**config.mk**
```make
export PLATFORM = sky130hd
export DESIGN_NAME = display_ctrl
export DESIGN_NICKNAME = d
export VERILOG_FILES = /design/src/rtl/display_pkg.sv /design/src/rtl/bcd_add3.sv /design/src/rtl/display_ctrl.sv
export SDC_FILE = /design/constraint.sdc
export NUM_CORES = 1
export LEC_CHECK = 0
export CAP_MARGIN = 20
export CORE_AREA = 2 2 78 87
export DETAILED_ROUTE_END_ITERATION = 8
export DIE_AREA = 0 0 80 89
export GPL_ROUTABILITY_DRIVEN = 1
export PLACE_DENSITY = 0.85
export SLEW_MARGIN = 20
export SYNTH_ARGS = -nofsm -noshare
export SYNTH_HDL_FRONTEND = slang
export SYNTH_SLANG_ARGS = --single-unit
```
**constraint.sdc**
```tcl
create_clock -name clk -period 5.6 [get_ports clk]
set_clock_uncertainty 0.15 [all_clocks]
set_input_delay 1.12 -clock clk [delete_from_list [all_inputs] [get_ports clk]]
set_output_delay 1.12 -clock clk [all_outputs]
set_load 0.05 [all_outputs]
```
**src/rtl/display_pkg.sv**
```systemverilog
// Shared types and defaults for the seven-segment display controller.
// Latency: n/a (types and constants only).
// Backpressure: n/a.
package display_pkg;

   localparam int DEF_WIDTH  = 14;
   localparam int DEF_DIGITS = 4;
   localparam int CNT_W      = $clog2(DEF_WIDTH + 1);

   typedef enum logic [1:0] {
      IDLE,
      SHIFT,
      UPDATE
   } state_t;

   typedef logic [3:0] bcd_nib_t;

endpackage

```
**src/rtl/bcd_add3.sv**
```systemverilog
// Double-dabble nibble corrector: adds 3 when the nibble is 5 or more.
// Latency: combinational.
// Backpressure: none.
module bcd_add3
   import display_pkg::*;
(
   input  bcd_nib_t raw,
   output bcd_nib_t fixed
);

   assign fixed = (raw >= 4'd5) ? raw + 4'd3 : raw;

endmodule

```
**src/rtl/display_ctrl.sv**
```systemverilog
// Signed value to BCD digits, sign LED and leading-zero blanking for the display.
// Latency: write sampled at edge E0, done and new outputs after edge E0+WIDTH+1.
// Backpressure: none; one-deep last-write-wins pending slot absorbs writes while busy.
module display_ctrl
   import display_pkg::*;
#(
   parameter int WIDTH  = DEF_WIDTH,
   parameter int DIGITS = DEF_DIGITS
)
(
   input  logic                  clk,
   input  logic                  rst_n,
   input  logic                  wr_en,
   input  logic [WIDTH-1:0]      wr_data,
   output logic                  busy,
   output logic                  done,
   output logic                  sig,
   output logic [4*DIGITS-1:0]   dig,
   output logic [DIGITS-1:0]     blank
);

   localparam int CW = $clog2(WIDTH + 1);
   localparam int BW = 4 * DIGITS;

   state_t             state;
   logic [WIDTH-1:0]   mag;
   logic [BW-1:0]      bcd;
   logic [BW-1:0]      corr;
   logic [CW-1:0]      cnt;
   logic               neg;
   logic               pend_vld;
   logic [WIDTH-1:0]   pend_dat;

   logic               start;
   logic [WIDTH-1:0]   start_dat;
   logic [WIDTH-1:0]   start_mag;
   logic [DIGITS-1:0]  blank_nxt;
   logic               upper_zero;

   // One corrector per BCD digit, applied before every shift.
   for (genvar k = 0; k < DIGITS; k++) begin : g_add3
      bcd_add3 u_add3 (
         .raw   (bcd[4*k +: 4]),
         .fixed (corr[4*k +: 4])
      );
   end

   // Pick the next value to convert: a live write beats the pending slot.
   always_comb begin
      start     = (state != SHIFT) && (wr_en || pend_vld);
      start_dat = wr_en ? wr_data : pend_dat;
      // Magnitude as unsigned; the most negative value maps onto itself, which
      // reads correctly as 2^(WIDTH-1) when treated as unsigned.
      start_mag = start_dat[WIDTH-1] ? (~start_dat + {{(WIDTH-1){1'b0}}, 1'b1})
                                     : start_dat;
   end

   // Leading-zero blanking: a digit blanks when it and everything above it is zero.
   always_comb begin
      blank_nxt  = '0;
      upper_zero = 1'b1;
      for (int k = DIGITS - 1; k > 0; k--) begin
         upper_zero   = upper_zero && (bcd[4*k +: 4] == 4'd0);
         blank_nxt[k] = upper_zero;
      end
   end

   assign busy = (state != IDLE);

   // Conversion FSM, pending slot and registered display outputs.
   always_ff @(posedge clk or negedge rst_n) begin
      if (!rst_n) begin
         state    <= IDLE;
         mag      <= '0;
         bcd      <= '0;
         cnt      <= '0;
         neg      <= 1'b0;
         pend_vld <= 1'b0;
         pend_dat <= '0;
         done     <= 1'b0;
         sig      <= 1'b0;
         dig      <= '0;
         blank    <= {{(DIGITS-1){1'b1}}, 1'b0};
      end else begin
         done <= 1'b0;
         case (state)
            IDLE: begin
               state <= start ? SHIFT : IDLE;
            end
            SHIFT: begin
               if (wr_en) begin
                  pend_dat <= wr_data;
                  pend_vld <= 1'b1;
               end
               bcd <= {corr[BW-2:0], mag[WIDTH-1]};
               mag <= {mag[WIDTH-2:0], 1'b0};
               cnt <= cnt + 1'b1;
               if (cnt == CW'(WIDTH - 1)) begin
                  state <= UPDATE;
               end
            end
            UPDATE: begin
               dig   <= bcd;
               // A two's-complement negative is never zero, so neg alone
               // already keeps zero from lighting the sign LED.
               sig   <= neg;
               blank <= blank_nxt;
               done  <= 1'b1;
               state <= start ? SHIFT : IDLE;
            end
            default: begin
               state <= IDLE;
            end
         endcase
         // Load a fresh conversion; a write arriving in UPDATE drops the pending one.
         if (start) begin
            mag      <= start_mag;
            neg      <= start_dat[WIDTH-1];
            bcd      <= '0;
            cnt      <= '0;
            pend_vld <= 1'b0;
         end
      end
   end

endmodule

```
* Word-level counts from Yosys, hierarchy flattened
Index checks and enable logic that the tools add are counted.
Widths: inputs -> output; s select.
** Storage, ports and cells
- Register bits after elaboration :: 73
- Bits of input ports :: 17
** Cells by class
- $add $sub $neg :: 6
- $lt $le $gt $ge :: 4
- Equality and inequality tests :: 5
- Multiplexer cells :: 19
- Bitwise operators :: 1
- Reduce and logical (&&, ||, !) cells :: 13
** Operators with widths (number)
- $mux 14 :: 4
- $mux 16 :: 2
- $mux 4 :: 5
- $ge 4x3->1 const B :: 4
- $add 14x1->14 const B :: 1
- $not 14->14 :: 1
- $add 4x2->4 const B :: 3
- $logic_not 4->1 :: 3
- $reduce_bool 2->1 :: 3
- $mux 1 :: 5
- $add 4x1->4 const B :: 1
- $eq 4x4->1 const B :: 1
- $pmux 2 s2 :: 1
- $add 3x2->3 const B :: 1
- $logic_and 1x1->1 :: 3
- $mux 3 :: 1
- $eq 2x1->1 const B :: 1
- $eq 2x2->1 const B :: 1
- $logic_not 2->1 :: 1
- $mux 2 :: 1
- $ne 2x1->1 const B :: 1
- $ne 2x2->1 const B :: 1
- $reduce_and 2->1 :: 1
- $reduce_or 2->1 :: 1
- $logic_or 1x1->1 :: 1

* Depth between registers and ports, before layout
Gate-level depths: netlist (run 1).
- Depth in word-level cells :: 5
- Mapped depth :: 9

* Modules after synthesis
From an unflattened synthesis (run 1), not the netlist that was laid out.
** Second synthesis, totals
- Cell total of the unflattened synthesis :: 389
- Area total of the unflattened synthesis :: 3729.8 µm²
** Modules (own cells, without submodules)
- display_ctrl :: instances 1, cells each 325, area an instance 3324.4 µm², sequential area each 1830.5 µm²
- bcd_add3 :: instances 4, cells each 16, area an instance 101.3 µm², sequential area each 0.0 µm²

* Worst setup path after synthesis (run 1)
No wires, ideal clock.
- Path kind :: input to register
- Start point :: input wr_en
- End point :: register mag[10]
- Setup time :: 130 ps
- Arrival time :: 2701 ps
- Setup slack :: 2619 ps
- Cell stages on the path :: 9
- Buffers on the path :: 3
- Cells stage by stage :: buf_6 buf_4 buf_2 mux2i_1 ha_1 o221ai_1 o31ai_1 xnor2_1 a21oi_1
** Between the ends
- Cells in the longest elaborated chain, start to end :: 5
- Elaborated cells on any way between the ends :: 8
- Those cells by class :: add/sub: 1; mux: 3; bitwise: 1; reduce/logical: 3
** Ends and longest elaborated chain
- from (decl) :: line display_ctrl.sv:13 : input logic wr_en,
- $mux 14
- $not 14->14 :: line display_ctrl.sv:54 : start_mag = start_dat[WIDTH-1] ? (~start_dat + {{(WIDTH-1){1'b0}}, 1'b1})
- $add 14x1->14 :: line display_ctrl.sv:54
- $mux 14 :: line display_ctrl.sv:54
- $mux 14 :: line display_ctrl.sv:116 : if (start) begin
- to (signal assigned) :: line display_ctrl.sv:96 : mag <= {mag[WIDTH-2:0], 1'b0};
- to (signal assigned) :: line display_ctrl.sv:117 : mag <= start_mag;
- to (decl) :: line display_ctrl.sv:26 : logic [WIDTH-1:0] mag;
Parallel ways exist; a longest one is shown, timed or not.
A chain may end at the register's enable or synchronous reset.

* Worst setup path after layout (run 1)
- Start point :: input wr_en
- End point :: register mag[8]
Same word-level chain as after synthesis.

==> results by group, run 1 <==
Run status
  • Status: complete, no violations

Layout
  • Count of non-filler cells in the finished layout: 480
  • Flip-flop and latch area: 0.00183 sq mm
  • Multi-input logic area: 0.00172 sq mm
  • Area Overhead vs Synth: 16.6%
  • Fill count: 479
  • Layout cells sized above 1: 10.8%
  • Final nets: 425
  • N_diodes: 0

Yosys
  • Synthesized Nets: 387
  • Netlist cell types: 46
  • Main synth FF type: dfrtp_1
  • Syn avg cell area: 10.3 sq um
  • Synth area leader: dfrtp_1
  • Top-area cell type share of the netlist area: 47.7%
  • Seq/Total Area, Yosys: 49.8%
  • Cells after Synth: 357
  • Post-synth EDFFs: 0
  • Largest cells by area after synthesis: dfrtp_1, mux2_2, o21ai_0
  • Yosys warnings: 0
  • Flops & latches, synth: 73
  • Mapped Area: 0.00367 sq mm
  • Post-synthesis async set-or-reset flop share: 100%

Routing
  • WL/cell: 15.0 um
  • Vias per std cell: 5.87
  • DRC viols: 0
  • Vias: 2818
  • WL final: 7210 um
  • Routed Antenna Nets: 0
  • 1st-iter DRT viols: 190
  • Pre-antenna DRT Iters: 4

Clock network
  • Post-CTS Resized: 0
  • # hold bufs at CTS: 0
  • TritonCTS buffer count: 9
  • Clock Latency Late Sink: 0.34 ns
  • CTS root buf: clkbuf_8
  • Post-CTS setup buffers: 0
  • Reg clk slew, reported paths: 0.07 ns
  • H-tree depth: 3
  • # clock sinks: 73
  • Clock Path Buffers: 2
  • TritonCTS clock tree: done

Timing
  • Slew HR: 37.2%
  • Max-slew violations: 0
  • Final hold vios: 0
  • Setup TNS Final: 0 ns
  • Tmin final: 3.55 ns
  • Tcrit/Tclk final: 63.4%
  • Max Clock Freq: 0.281 GHz
  • Worst-Margin Slew: 0.939 ns
  • Setup violations, final: 0
  • RSZ-0062 raised after global routing: no

GRT
  • Initial antenna violation count: 0
  • Met3 GRT Util: 4.65%
  • GR Layer Usage met2: 38.8%
  • Top Usage Layer GRT: met2
  • GRT met1 Usage: 28.3%
  • First-pass GRT wire length: 12600 um
  • Largest net degree at the start of global routing: 74
  • Vias in the first global route: 2766
  • Overflow after GRT: 0
  • GRT Util Overall: 22.6%

Worst hold path
  • HP Class: flop to flop
  • Worst Hold End: blank[2]$_DFFE_PN1N_
  • HP Start: blank[2]$_DFFE_PN1N_
  • Hold Path Cell Cnt: 2

Setup path
  • Arr. time, crit path: 3.61 ns
  • Path type of the worst setup path: input pin to flop
  • Crit-path max FO: 26
  • R2r startpoint: state[1]$_DFFE_PN0P_
  • Worst Reg-to-Reg Cells: 5
  • Worst endpoint required time: 5.66 ns
  • Reg2reg end: bcd[15]$_DFFE_PN0P_
  • Critical Path Start Type: input pin
  • R2r setup slk: 3.03 ns
  • Crit. End Element: flop
  • Origin of the worst setup path: wr_en

Die
  • Die Height: 89 um
  • Rows: 30
  • Core ar.: 0.00616 sq mm
  • Die span in x: 80 um
  • Number of top-level pins: 40
  • Initial Util: 59.7%
  • Die Area: 0.00712 sq mm

Run
  • Maxcap violations: 0

Power and ir drop
  • VDD IR max: 0.000282 V
  • Pwr Total: 0.00245 W
  • Static leakage: 1.84 nW
  • PwrDens: 573 mW/mm^2

Place
  • Hpwl dp: 5030 um
  • Dpl cells: 464
  • PortBufs: 38
  • RD Place Congestion: 0.891
-- how the worst max path moves through the flow --
stage | endpoint | cells past startpoint | slack [ns]
final | mag[8]$_DFFE_PN0P_ | 6 | 2.05
after global placement | mag[12]$_DFFE_PN0P_ | 7 | 1.83
after detailed placement | mag[8]$_DFFE_PN0P_ | 6 | 1.74
after CTS | mag[8]$_DFFE_PN0P_ | 6 | 2.09
after global routing | mag[7]$_DFFE_PN0P_ | 6 | 1.74
after floorplan | mag[10]$_DFFE_PN0P_ | 9 | 2.62
-- state kept, by name (all words and copies together) (netlist names) --
register and cells:
pend_dat 14, cnt 4, sig 1, blank 3
state 2, neg 1, mag 14, pend_vld 1
bcd 16, dig 16, done 1
-- per-stage QoR --
step / cell area [sq um] / hold slack, ns / setup WS [ns] / utilization (%)
2_1_floorplan: 3670 / 0.296 / 2.62 / -
3_3_place_gp: 4110 / 0.296 / 1.83 / 66.8
3_5_place_dp: 4110 / 0.318 / 1.74 / 66.8
4_1_cts: 4290 / 0.330 / 2.09 / 69.6
5_1_grt: 4290 / 0.364 / 1.74 / 69.6
6_report: 4290 / 0.320 / 2.05 / 69.6
-- routing by layer --
metal	vias up	routed length, um
met5	-	0
met4	0	138
met3	14	355
met2	85	3610
met1	1359	3100
li1	1360	-
-- worst max-delay path: stages --
cell and delay [ns]:
clkdlybuf4s50_1 0.89, buf_4 0.44, nor2_2 0.33, nand2_1 0.47, o22ai_1 0.27, a21oi_1 0.07
-- cell usage after synthesis, drive strengths merged (8+ instances only) --
library cell and n:
dfrtp 70, o22ai 11, nor2 20, clkbuf 9, mux2 17, o21ai 40
a21oi 17, nand2 37, buf 8, inv 10, mux2i 13, xnor2 12
nor3 8, o31ai 10, ha 13
-- report_power, final --
group	switching [W]	leakage, nW	total [W]	internal [W]
logic	0.000691	0.846	0.00115	0.000460
registers	0.000173	0.904	0.000933	0.000759
clock network	0.000186	0.0867	0.000371	0.000185
total	0.00105	1.84	0.00245	0.00140
-- kinds of logic after synthesis --
group,synth area share (%)
AO/OA/AOI/OAI,17.1
XOR/XNOR,4.29
adder cells (fa/ha/maj),4.43
buffers and inverters,3.34
flip-flops,49.8
multiplexers,8.75
other,0.102
AND/OR/NAND/NOR,12.2
-- layout by cell type (no fill, tap or decap), types with 2 or more instances in the layout --
| cell type | n |
|---|---|
| or3b_1 | 3 |
| o31ai_1 | 10 |
| or3_1 | 2 |
| nor3b_1 | 5 |
| a31oi_1 | 2 |
| o21ai_1 | 6 |
| o22ai_1 | 11 |
| inv_1 | 10 |
| nor3_1 | 8 |
| clkbuf_8 | 11 |
| a22oi_1 | 7 |
| mux2_2 | 17 |
| xor2_1 | 6 |
| ha_1 | 13 |
| a22o_1 | 3 |
| nand2b_1 | 6 |
| o21ai_0 | 34 |
| and2_1 | 2 |
| a21oi_1 | 17 |
| mux2i_1 | 13 |
| a32o_1 | 4 |
| dfstp_2 | 3 |
| dfrtp_1 | 70 |
| xnor2_1 | 12 |
| nor2_1 | 19 |
| o32ai_1 | 2 |
| or2_2 | 2 |
| buf_4 | 6 |
| clkbuf_1 | 3 |
| nand3_1 | 3 |
| clkdlybuf4s50_1 | 37 |
| nand2_1 | 37 |
-- layout make-up --
| class | count | area share (%) |
|---|---|---|
| clock buffer | 14 | 3.80 |
| clock inverter | 2 | 0.292 |
| inverter | 10 | 0.876 |
| multi-input combinational | 257 | 40.2 |
| sequential | 73 | 42.7 |
| tap | 80 | 2.34 |
| timing repair buffer | 44 | 9.81 |
Note: power is estimated with default switching activity, not from simulation.
==> run 2: changes to the inputs <==
--- a/config.mk
+++ b/config.mk
@@ -6,11 +6,11 @@
 export NUM_CORES = 1
 export LEC_CHECK = 0
 export CAP_MARGIN = 20
-export CORE_AREA = 2 2 78 87
+export CORE_AREA = 2 2 81 90
 export DETAILED_ROUTE_END_ITERATION = 8
-export DIE_AREA = 0 0 80 89
+export DIE_AREA = 0 0 83 92
 export GPL_ROUTABILITY_DRIVEN = 1
-export PLACE_DENSITY = 0.85
+export PLACE_DENSITY = 0.8
 export SLEW_MARGIN = 20
 export SYNTH_ARGS = -nofsm -noshare
 export SYNTH_HDL_FRONTEND = slang
==> constraint.sdc (replaced) <==
create_clock -name clk -period 3.4 [get_ports clk]
set_clock_uncertainty 0.15 [all_clocks]
set_input_delay 0.68 -clock clk [delete_from_list [all_inputs] [get_ports clk]]
set_output_delay 0.68 -clock clk [all_outputs]
set_load 0.05 [all_outputs]
==> results by group, run 2 (same netlist as run 1, synthesis figures left out) <==
Routing
  • Vias per std cell: 5.79 (-1.3%)
  • Vias: 2822 (+0.14%)
  • WL final: 7530 um (+4.5%)
  • DRC viols: 0 (unchanged)
  • WL/cell: 15.5 um (+3.0%)
  • Routed Antenna Nets: 0 (unchanged)
  • Pre-antenna DRT Iters: 6 (+2)
  • 1st-iter DRT viols: 125 (-34%)

Place
  • PortBufs: 38 (unchanged)
  • Cell Area, Placed: 0.00414 sq mm (+0.82%)
  • Hpwl dp: 5210 um (+3.7%)
  • RD Place Congestion: 0.879 (-1.4%)
  • Dpl cells: 471 (+1.5%)

Worst hold path
  • HP Class: input pin to asynchronous set/reset pin

Clock network
  • Clock Latency Late Sink: 0.36 ns (+0.02 ns)
  • CTS root buf: clkbuf_8
  • Reg clk slew, reported paths: 0.08 ns (about the same)
  • Post-CTS Resized: 0 (unchanged)
  • TritonCTS buffer count: 9 (unchanged)
  • # clock sinks: 73 (unchanged)
  • # hold bufs at CTS: 0 (unchanged)
  • H-tree depth: 3 (unchanged)
  • TritonCTS clock tree: done
  • Clock Path Buffers: 2 (unchanged)
  • Post-CTS setup buffers: 0 (unchanged)

Timing
  • Worst-Margin Slew: 0.927 ns (-0.0116 ns)
  • Max Clock Freq: 0.363 GHz
  • RSZ-0062 raised after global routing: no
  • Setup TNS Final: 0 ns (unchanged)
  • Hold Slack: 0.148 ns (-0.171 ns)
  • Slew HR: 38.2% (+0.97 points)
  • Tcrit/Tclk final: 80.9%
  • Tmin final: 2.75 ns
  • Final hold vios: 0 (unchanged)
  • Max-slew violations: 0 (unchanged)
  • Setup violations, final: 0 (unchanged)

GRT
  • Initial antenna violation count: 0 (unchanged)
  • Vias in the first global route: 2751 (-0.54%)
  • GRT Util Overall: 21.2% (-1.4 points)
  • Largest net degree at the start of global routing: 42 (-43%)
  • First-pass GRT wire length: 12900 um (+2.1%)
  • Overflow after GRT: 0 (unchanged)

Setup path
  • R2r setup slk: 1.32 ns (-1.71 ns)
  • Reg2reg end: bcd[11]$_DFFE_PN0P_
  • Path type of the worst setup path: input pin to flop
  • Crit. End Element: flop
  • R2r startpoint: state[1]$_DFFE_PN0P_
  • Arr. time, crit path: 2.83 ns (-0.78 ns)
  • Worst Reg-to-Reg Cells: 4 (-1)
  • Crit-path max FO: 41 (+58%)
  • Critical Path Start Type: input pin
  • Worst endpoint required time: 3.48 ns (-2.18 ns)

Run status
  • Status: complete, no violations

Die
  • Rows: 32 (+6.7%)
  • Core ar.: 0.00685 sq mm (+11%)
  • Die span in x: 83 um (+3.8%)
  • Die Height: 92 um (+3.4%)
  • Initial Util: 53.7% (-6.0 points)
  • Number of top-level pins: 40 (unchanged)
  • Die Area: 0.00764 sq mm (+7.2%)

Power and ir drop
  • VDD IR max: 0.000601 V (+110%)
  • Pwr Total: 0.00434 W (+77%)
  • Static leakage: 1.90 nW (+3.1%)
  • PwrDens: 985 mW/mm^2 (+72%)

Layout
  • Top Registers: bcd: 16 flops, dig: 16 flops
  • Fill count: 543 (+13%)
  • Count of non-filler cells in the finished layout: 487 (+1.5%)
  • Leading cell type in the layout, fill and taps excluded: dfrtp_1
  • Highest-count cells in the layout ignoring fill and taps: dfrtp_1, nand2_1, clkdlybuf4s50_1
  • Layout cells sized above 1: 11.9% (+1.2 points)
  • N_diodes: 0 (unchanged)
  • Multi-input logic area: 0.00172 sq mm (unchanged)
  • Area Overhead vs Synth: 20.0%
  • Flip-flop and latch area: 0.00183 sq mm (unchanged)
  • Final nets: 427 (+0.47%)
  • Design Area, Final: 0.00441 sq mm (+2.9%)

Run
  • Maxcap violations: 0 (unchanged)
[run 2: routing by layer]
| layer | up-vias | global-route usage (%) | routed length [um] |
|---|---|---|---|
| met5 | - | 0 | 0 |
| met1 | 1368 | 25.7 | 3240 |
| met2 | 73 | 36.7 | 3800 |
| met4 | 0 | 8.61 | 195 |
| li1 | 1366 | - | - |
| met3 | 15 | 4.41 | 298 |
[run 2: critical path: stages]
cell and delay, ns:
clkdlybuf4s50_1 0.50, buf_12 0.22, mux2i_1 0.35, ha_1 0.28
o221ai_1 0.20, o31ai_1 0.32, xnor2_1 0.18, a21oi_1 0.09
[run 2: layout make-up]
type / count / share of cell area [%]
clock inverters: 7 / 3.21
multi-input cells: 257 / 39.0
inverters: 10 / 0.851
clock buffers: 9 / 2.81
flip-flops and latches: 73 / 41.5
repair buffers: 46 / 10.2
well taps: 85 / 2.41
[run 2: where the power goes]
group          switching, W  internal (W)
Clock              0.000339      0.000563
Combinational       0.00115      0.000761
Sequential         0.000285       0.00125
Total               0.00177       0.00257
[run 2: worst max path at each step]
stage,start,to,slack [ns],cells after the start
after floorplan,wr_en,mag[10]$_DFFE_PN0P_,0.86,9
after global placement,wr_en,mag[10]$_DFFE_PN0P_,0.50,8
after detailed placement,wr_en,mag[10]$_DFFE_PN0P_,0.33,8
after CTS,wr_en,mag[10]$_DFFE_PN0P_,0.69,8
after global routing,wr_en,mag[10]$_DFFE_PN0P_,0.53,8
final,wr_en,mag[10]$_DFFE_PN0P_,0.65,8
[run 2: stage by stage]
| step | setup WS [ns] | util, % |
|---|---|---|
| after global placement | 0.497 | 60.5 |
| after CTS | 0.691 | 64.4 |
| after detailed placement | 0.328 | 60.5 |
| final | 0.649 | 64.4 |
| after floorplan | 0.859 | - |
| after global routing | 0.533 | 64.4 |
==> run 3: changes to the inputs <==
--- a/config.mk
+++ b/config.mk
@@ -6,11 +6,11 @@
 export NUM_CORES = 1
 export LEC_CHECK = 0
 export CAP_MARGIN = 20
-export CORE_AREA = 2 2 81 90
+export CORE_AREA = 2 2 84 95
 export DETAILED_ROUTE_END_ITERATION = 8
-export DIE_AREA = 0 0 83 92
+export DIE_AREA = 0 0 86 97
 export GPL_ROUTABILITY_DRIVEN = 1
-export PLACE_DENSITY = 0.8
+export PLACE_DENSITY = 0.77
 export SLEW_MARGIN = 20
 export SYNTH_ARGS = -nofsm -noshare
 export SYNTH_HDL_FRONTEND = slang
==> constraint.sdc (replaced) <==
create_clock -name clk -period 2.3 [get_ports clk]
set_clock_uncertainty 0.15 [all_clocks]
set_input_delay 0.46 -clock clk [delete_from_list [all_inputs] [get_ports clk]]
set_output_delay 0.46 -clock clk [all_outputs]
set_load 0.05 [all_outputs]
==> results by group, run 3 (same netlist as run 1, synthesis figures left out) <==
Clock network
  • CTS root buf: clkbuf_8
  • Post-CTS setup buffers: 0 (unchanged)
  • Clock Path Buffers: 2 (unchanged)
  • TritonCTS buffer count: 9 (unchanged)
  • TritonCTS clock tree: done
  • # clock sinks: 73 (unchanged)
  • Clock Latency Late Sink: 0.36 ns (about the same)
  • Reg clk slew, reported paths: 0.07 ns (about the same)
  • H-tree depth: 3 (unchanged)

Worst hold path
  • HP Start: blank[2]$_DFFE_PN1N_
  • Worst Hold End: blank[2]$_DFFE_PN1N_
  • Hold Path Cell Cnt: 2
  • HP Class: flop to flop

GRT
  • GRT Util Overall: 19.5% (-1.7 points)
  • Vias in the first global route: 2821 (+2.5%)
  • Largest net degree at the start of global routing: 25 (-40%)
  • Overflow after GRT: 0 (unchanged)
  • First-pass GRT wire length: 13100 um (+1.6%)
  • Initial antenna violation count: 0 (unchanged)

Timing
  • Worst-Margin Slew: 0.525 ns (-0.403 ns)
  • Final hold vios: 0 (unchanged)
  • Slew HR: 64.8% (+27 points)
  • Setup violations, final: 0 (unchanged)
  • Max-slew violations: 0 (unchanged)
  • Tcrit/Tclk final: 94.0%
  • RSZ-0062 raised after global routing: no
  • Tmin final: 2.16 ns
  • Setup TNS Final: 0 ns (unchanged)
  • Setup slack after layout: 0.137 ns (-0.512 ns)
  • Max Clock Freq: 0.462 GHz

Routing
  • Pre-antenna DRT Iters: 4 (-2)
  • DRC viols: 0 (unchanged)
  • Vias per std cell: 5.60 (-3.3%)
  • WL final: 7900 um (+4.9%)
  • WL/cell: 15.3 um (-0.97%)
  • Routed Antenna Nets: 0 (unchanged)
  • 1st-iter DRT viols: 156 (+25%)
  • Vias: 2892 (+2.5%)

Setup path
  • Critical Path Start Type: input pin
  • Arr. time, crit path: 2.23 ns (-0.60 ns)
  • R2r setup slk: 0.32 ns (-1.00 ns)
  • Crit-path cells: clkdlybuf4s50_1 -> or4b_4 -> a222oi_1 -> a21oi_1 -> xor2_1 -> o21ai_1
  • Buffers and inverters on the worst path: 1 (-1)
  • R2r startpoint: pend_dat[5]$_DFFE_PN0P_
  • Worst Reg-to-Reg Cells: 4 (unchanged)
  • Crit path max-delay family: compound AO/OA/AOI/OAI gates
  • Critical Path Slowest Stage Cell: or4b_4
  • Crit-path max FO: 3 (-93%)
  • Slowest stage delay, CP: 0.54 ns (+0.04 ns)
  • CP Depth: 6 (-2)
  • Reg2reg end: mag[13]$_DFFE_PN0P_
  • Worst endpoint required time: 2.37 ns (-1.11 ns)
  • Crit. End Element: flop
  • Path type of the worst setup path: input pin to flop

Layout
  • Top Registers: bcd: 16 flops, dig: 16 flops
  • N_diodes: 0 (unchanged)
  • Count of non-filler cells in the finished layout: 516 (+6.0%)
  • Design Area, Final: 0.00461 sq mm (+4.5%)
  • Layout cells sized above 1: 18.4% (+6.5 points)
  • Highest-count cells in the layout ignoring fill and taps: dfrtp_1, nand2_1, o21ai_0
  • Area Overhead vs Synth: 25.4%
  • Final nets: 454 (+6.3%)
  • Leading cell type in the layout, fill and taps excluded: dfrtp_1

Die
  • Die span in x: 86 um (+3.6%)
  • Initial Util: 50.3% (-3.4 points)
  • Die Area: 0.00834 sq mm (+9.2%)
  • Number of top-level pins: 40 (unchanged)
  • Die Height: 97 um (+5.4%)
  • Core ar.: 0.00731 sq mm (+6.7%)
  • Rows: 33 (+3.1%)

Place
  • Pre-CTS setup slack: -0.354 ns (-0.682 ns)
  • Cell Area, Placed: 0.00435 sq mm (+4.9%)
  • Dpl cells: 498 (+5.7%)
  • RD Place Congestion: 0.919 (+4.5%)
  • PortBufs: 38 (unchanged)
  • Hpwl dp: 5620 um (+7.8%)

Power and ir drop
  • VDD IR max: 0.000474 V (-21%)
  • PwrDens: 1350 mW/mm^2 (+37%)
  • Static leakage: 2.05 nW (+8.4%)

Run
  • Maxcap violations: 0 (unchanged)

Run status
  • Status: complete, no violations
==> run 3: cell types whose count changed in the layout (fill, tap and decap cells not counted), sizes merged <==
cell / before / now
inv: 11 / 10
clkinvlp: 1 / 0
buf: 9 / 34
dlygate4sd3: 0 / 1
dlygate4sd2: 0 / 2
clkdlybuf4s50: 37 / 32
bufinv: 4 / 1
clkinv: 1 / 4
dlymetal6s2s: 0 / 3
clkbuf: 9 / 12
==> run 3: cell type report <==
cell class / count / area [sq um]
Tap cell: 87 / 109
Clock buffer: 11 / 131
Sequential cell: 73 / 1830
Timing Repair Buffer: 73 / 688
Inverter: 10 / 37.5
Fill cell: 584 / 2700
Clock inverter: 5 / 57.6
Multi-Input combinational cell: 257 / 1750
==> run 3: per-layer routing <==
metal	wire length [um]	track usage, %	vias to the layer above
li1	-	-	1419
met2	3930	32.2	72
met1	3530	25.0	1387
met5	0	0	-
met4	131	7.20	0
met3	309	3.84	14
==> run 3: timing repair <==
action	CTS	global route
gates resized for setup	2	10
hold endpoints to repair	17	0
setup endpoints to repair	2	9
pin swaps	0	3
hold buffers	1	0
cloned	0	1
==> run 3: worst min-delay path: cells and delay by family (launching register included) <==
kind             cells  cell delay (ns)
and+or+nand+nor      2             0.08
DFF                  1             0.37
==> run 3: worst max-delay path by stage <==
stage                              start                  end  slack, ns
finish                        wr_data[1]   mag[9]$_DFFE_PN0P_       0.14
global route                  wr_data[1]   mag[9]$_DFFE_PN0P_       0.07
CTS                 blank[1]$_DFFE_PN1N_             blank[1]      0.002
detailed placement                 wr_en   mag[9]$_DFFE_PN0P_      -0.35
global placement                   wr_en   mag[9]$_DFFE_PN0P_      -0.31
floorplan                          wr_en  mag[10]$_DFFE_PN0P_       0.04
==> run 3: stage by stage <==
step | utilization [%] | total power, W | hold WS (ns)
final | 63.0 | 0.00620 | 0.306
after global routing | 63.0 | 0.00668 | 0.318
after CTS | 62.2 | 0.00620 | 0.310
after detailed placement | 59.5 | 0.00522 | 0.298
after global placement | 59.5 | 0.00510 | 0.297
after floorplan | - | 0.00428 | 0.0144
==> run 3: report_power, final <==
group          internal, W  total, W  switching [W]
registers          0.00185   0.00227       0.000421
logic              0.00123   0.00295        0.00172
clock network     0.000502  0.000987       0.000485
